<file path="src/rtl/instr_mem_loadable.sv">
// Fetch-stage instruction memory: 1-cycle registered read with stall hold, plus a
// streaming program-load port that rewrites the image without re-elaboration.
module instr_mem_loadable #(
    parameter int              IW        = 9,
    parameter int              AW        = 8,
    parameter int              DEPTH     = 256,
    parameter logic [IW-1:0]   NOP       = '0,
    parameter string           INIT_FILE = "Beeth9MachineCode.txt"
) (
    input  logic          CLK,
    input  logic          reset,
    input  logic          fetch_en,
    input  logic [AW-1:0] fetch_addr,
    input  logic          stall,
    output logic [IW-1:0] instr_out,
    output logic          instr_valid,
    input  logic          load_start,
    input  logic          load_valid,
    input  logic [IW-1:0] load_data,
    input  logic          load_last,
    output logic          load_ready,
    output logic          busy,
    output logic          load_err,
    output logic [AW:0]   prog_len
);

    localparam int          MW      = (DEPTH > 1) ? $clog2(DEPTH) : 1;
    localparam logic [AW:0] DEPTH_L = (AW+1)'(DEPTH);

    typedef enum logic {
        ST_RUN  = 1'b0,
        ST_LOAD = 1'b1
    } state_t;

    state_t        state_q;
    state_t        state_d;

    logic [IW-1:0] mem [DEPTH];

    logic [AW:0]   wr_ptr_q;
    logic          load_err_q;
    logic [AW:0]   prog_len_q;

    logic          accept;
    logic          in_prog;
    logic [IW-1:0] instr_p1;
    logic          vld_p1;

    // Write pointer stops at DEPTH so an overrun keeps reporting DEPTH words.
    function automatic logic [AW:0] sat_inc(input logic [AW:0] p);
        return (p >= DEPTH_L) ? DEPTH_L : p + (AW+1)'(1);
    endfunction

    function automatic logic [IW-1:0] fetch_word(input logic in_range,
                                                 input logic [IW-1:0] word);
        return in_range ? word : NOP;
    endfunction

    assign accept  = (state_q == ST_LOAD) && load_valid;
    assign in_prog = ({1'b0, fetch_addr} < prog_len_q) && ({1'b0, fetch_addr} < DEPTH_L);

    always_ff @(posedge CLK) begin
        if (reset) begin
            state_q <= ST_RUN;
        end else begin
            state_q <= state_d;
        end
    end

    always_comb begin
        state_d = state_q;
        case (state_q)
            ST_RUN:  if (load_start) state_d = ST_LOAD;
            ST_LOAD: if (load_valid && load_last) state_d = ST_RUN;
            default: state_d = ST_RUN;
        endcase
    end

    always_comb begin
        busy       = 1'b0;
        load_ready = 1'b0;
        if (state_q == ST_LOAD) begin
            busy       = 1'b1;
            load_ready = 1'b1;
        end
    end

    always_ff @(posedge CLK) begin
        if (reset) begin
            wr_ptr_q   <= '0;
            load_err_q <= 1'b0;
            prog_len_q <= DEPTH_L;
        end else if (state_q == ST_RUN) begin
            if (load_start) begin
                wr_ptr_q   <= '0;
                load_err_q <= 1'b0;
            end
        end else if (accept) begin
            wr_ptr_q <= sat_inc(wr_ptr_q);
            if (wr_ptr_q >= DEPTH_L) load_err_q <= 1'b1;
            if (load_last) prog_len_q <= sat_inc(wr_ptr_q);
        end
    end

    // Memory array is deliberately left out of reset; overrun words are dropped.
    always_ff @(posedge CLK) begin
        if (accept && (wr_ptr_q < DEPTH_L)) begin
            mem[wr_ptr_q[MW-1:0]] <= load_data;
        end
    end

    // Stage p1: registered read; stall holds both word and valid.
    always_ff @(posedge CLK) begin
        if (reset) begin
            instr_p1 <= NOP;
            vld_p1   <= 1'b0;
        end else if ((state_q == ST_LOAD) || load_start) begin
            vld_p1 <= 1'b0;
        end else if (!stall) begin
            vld_p1 <= fetch_en;
            if (fetch_en) instr_p1 <= fetch_word(in_prog, mem[fetch_addr[MW-1:0]]);
        end
    end

    assign instr_out   = instr_p1;
    assign instr_valid = vld_p1;
    assign load_err    = load_err_q;
    assign prog_len    = prog_len_q;

endmodule

</file>
<file path="config.mk">
export PLATFORM = sky130hd
export DESIGN_NAME = instr_mem_loadable
export DESIGN_NICKNAME = d
export VERILOG_FILES = /design/src/rtl/instr_mem_loadable.sv
export SDC_FILE = /design/constraint.sdc
export NUM_CORES = 2
export LEC_CHECK = 0
export BUFFER_PORTS_ARGS = -buffer_cell sky130_fd_sc_hd__buf_2
export CAP_MARGIN = 20
export CORE_MARGIN = 2
export CORE_UTILIZATION = 40
export CTS_CLUSTER_SIZE = 24
export DETAILED_ROUTE_END_ITERATION = 12
export GPL_ROUTABILITY_DRIVEN = 0
export RECOVER_POWER = 50
export SLEW_MARGIN = 40
export SYNTH_ARGS = -nofsm -noshare
export SYNTH_HDL_FRONTEND = slang
export SYNTH_SLANG_ARGS = --single-unit
export TNS_END_PERCENT = 50
</file>
<file path="constraint.sdc">
create_clock -name CLK -period 3.3 [get_ports CLK]
set_clock_uncertainty 0.15 [all_clocks]
set_input_delay 0.33 -clock CLK [delete_from_list [all_inputs] [get_ports CLK]]
set_output_delay 0.33 -clock CLK [all_outputs]
set_load 0.005 [all_outputs]
</file>
==> results.toml <==
[status]
outcome = "finished, violations left"
violations = "max-capacitance violations, max-slew violations"

[setup_path]
cp.arrival_ns = 3.41
cp-start-kind = "input port"
required_ns = 3.72
endpoint_kind = "flip-flop"
crit_fanout = 86
crit_type = "input port to flip-flop"

[power_and_ir_drop]
p_total_w = 0.06177
vdd_ir_drop_max_mv = 0.5200
powerDensity_nw_per_um2 = 577.7
leakage_nw = 34.87

[sta]
fin_crit_sh_pct = 90.77
finalMaxSlewViolations = 545
setup_ws_ns = 0.3046
fmax_mhz = 333.8
hold_violations = 0
min_period_ns = 2.995
setup_viol = 0
worst_pin_slew_ns = 2.618
max_slew_margin_pct = -74.54
grt_setup_unrepaired = "false"

[synth]
yosys.cell_types.count = 58
syn_nets = 4434
synthesis.area_um2 = 90750
ys_seq_area_share_pct = 76.90
yosysWarnings = 0
ys.flop_type = "edfxtp_1"
synth_async_sr_flop_share_pct = 0
ys_ff_latch = 2334
avgSynthCellArea_um2 = 20.63
synth_edf_count = 2304
synthCells = 4399

[finish]
final_cell_area_um2 = 106900
mostFrequentLayoutCells = "edfxtp_1 (2304), buf_4 (493), mux4_2 (456), mux2i_1 (391), nor2_1 (301)"
mostFrequentLayoutCell = "edfxtp_1"
area_growth_pct = 17.82
drive_gt1_share_pct = 27.54
nets = 5061
nFillCells = 18530

[routing]
viasPerCell = 5.633
drc = 0
ant_nets = 0
drt_wl_total_mm = 234.7
drt-initial-drc-count = 5720
first_pass_iters = 5
wl_per_cell_um = 28.56
num_vias = 46280

[die]
die_area_um2 = 230700
num_rows = 174
die_h_um = 480.3
start_util_pct = 40.31
io_pins = 46
core-area_um2 = 225100
fp.dieW_um = 480.3

[global_route]
grt_use_met2_pct = 32.63
grt_use_met1_pct = 28.23
grt_pass1_vias = 46230
overflow = 0
grt_pass1_wl_mm = 336.7
grt_max_degree = 118
grt_use_total_pct = 20.19
antenna_found_initial = 10
grt_use_met3_pct = 3.346
top_usage_layer = "met2"

[worst_hold_path]
hold_class = "input port to flip-flop"

[placed_design]
dp_hpwl_mm = 149.7
dpl_cell_area_um2 = 99220
pre_cts_slack_ns = -0.1795
io_buffers = 45

[flow_run]
maxCapViolations = 9

[cts]
cts_resized = 0
cts_sinks = 2334
clock_latency_ns = 0.88
path_clk_slew_ns = 0.07
root_buffer = "clkbuf_16"
numCtsBuffers = 232
cts_buffer_depth = 3
htreeDepth = 4
cts_tree = "yes"
-- worst paths after layout --
check                            from                        end  slack [ns]  cells past startpoint
min                     fetch_addr[5]  instr_out[4]$_SDFFE_PP0P_         0.1                      4
max reg2reg        state_q$_SDFF_PP0_      mem[221][6]$_DFFE_PP_        0.50                      7
min reg2reg  prog_len[3]$_SDFFE_PP0P_   prog_len[3]$_SDFFE_PP0P_        0.32                      2
max                      load_data[3]       mem[60][3]$_DFFE_PP_        0.30                      3
-- registers in the layout (all words and copies together) (netlist names) --
name	count
load_err	1
prog_len	9
wr_ptr_q	9
instr_out	9
mem	2304
instr_valid	1
state_q	1
-- cells in the mapped netlist (3+ instances only) --
library cell | count | area (µm²)
o22ai_1 | 9 | 56.30
nor2b_1 | 21 | 131.4
and4_1 | 17 | 148.9
a211oi_1 | 15 | 112.6
buf_1 | 13 | 48.80
mux2_2 | 3 | 33.78
nor4b_4 | 3 | 71.32
buf_2 | 125 | 625.6
nand3_1 | 42 | 210.2
nand2_1 | 68 | 255.2
a22oi_1 | 204 | 1531
buf_6 | 3 | 33.78
a22o_1 | 3 | 26.28
o2111ai_1 | 8 | 70.07
dfxtp_1 | 30 | 600.6
or3_1 | 3 | 18.77
o21ai_1 | 10 | 50.05
ha_1 | 11 | 137.6
nor3_1 | 7 | 35.03
mux4_2 | 456 | 10270
o311ai_1 | 8 | 70.07
o21ai_0 | 16 | 80.08
inv_1 | 13 | 48.80
mux2i_1 | 391 | 3914
and2_1 | 7 | 43.79
nand4_1 | 33 | 206.5
clkbuf_1 | 92 | 345.3
and4b_1 | 4 | 40.04
nand2b_1 | 22 | 137.6
a21o_1 | 5 | 37.54
buf_4 | 28 | 210.2
o211ai_1 | 18 | 135.1
edfxtp_1 | 2304 | 69190
nor4bb_1 | 7 | 70.07
a221oi_1 | 11 | 96.34
a21oi_1 | 50 | 250.2
a31oi_1 | 10 | 62.56
nor2_1 | 302 | 1134
-- kinds of logic after synthesis --
group	share of synthesized area [%]
compound gates	2.923
xor+xnor	0.03861
fa+ha+maj	0.1517
buf+inv	1.452
flops	76.90
mux	15.67
simple gates	2.872
-- where the power goes --
| part | switching, W | leakage [nW] | total [W] | internal, W |
|---|---|---|---|---|
| clock network | 0.0111 | 3.67 | 0.0261 | 0.0150 |
| logic | 0.00186 | 10.2 | 0.00306 | 0.00121 |
| registers | 0.0000115 | 20.9 | 0.0326 | 0.0326 |
-- worst max-delay path, cell delays in order --
cell and delay (ns):
dlygate4sd3_1 0.52, clkbuf_2 1.55, clkbuf_2 0.76
-- metal layers --
layer | routed length [µm] | vias up
met2 | 113400 | 1853
met5 | 51 | -
met3 | 17200 | 322
li1 | - | 19530
met4 | 6902 | 8
met1 | 97090 | 24570
-- per-stage QoR --
step	TNS (ns)	cells	utilization (%)	hold WS, ns
after floorplan	0	4399	-	0.2789
after global placement	-0.9630	7760	44.06	0.3098
after detailed placement	-0.8592	7761	44.08	0.3171
after CTS	0	8210	47.53	0.03560
after global routing	0	8215	47.50	0.1036
final	0	8216	47.50	0.09871
-- what timing repair did --
| action | 4_1_cts | 5_1_grt |
|---|---|---|
| endpoints found under the hold margin | 787 | 0 |
| setup endpoints to repair | 0 | 0 |
| hold buffers | 20 | 0 |
| setup buffers | 0 | 0 |
-- layout make-up --
| cell class | instances | area, µm² | area share, % |
|---|---|---|---|
| Tap cell | 2992 | 3744 | 3.501 |
| Clock buffer | 299 | 6140 | 5.742 |
| Multi-Input combinational cell | 1790 | 19820 | 18.53 |
| Sequential cell | 2334 | 69790 | 65.27 |
| Clock inverter | 130 | 1435 | 1.342 |
| Timing Repair Buffer | 655 | 5942 | 5.557 |
| Antenna cell | 3 | 7.507 | 0.007021 |
| Inverter | 13 | 48.80 | 0.04564 |
No activity file was read; power rests on OpenSTA's default activity.
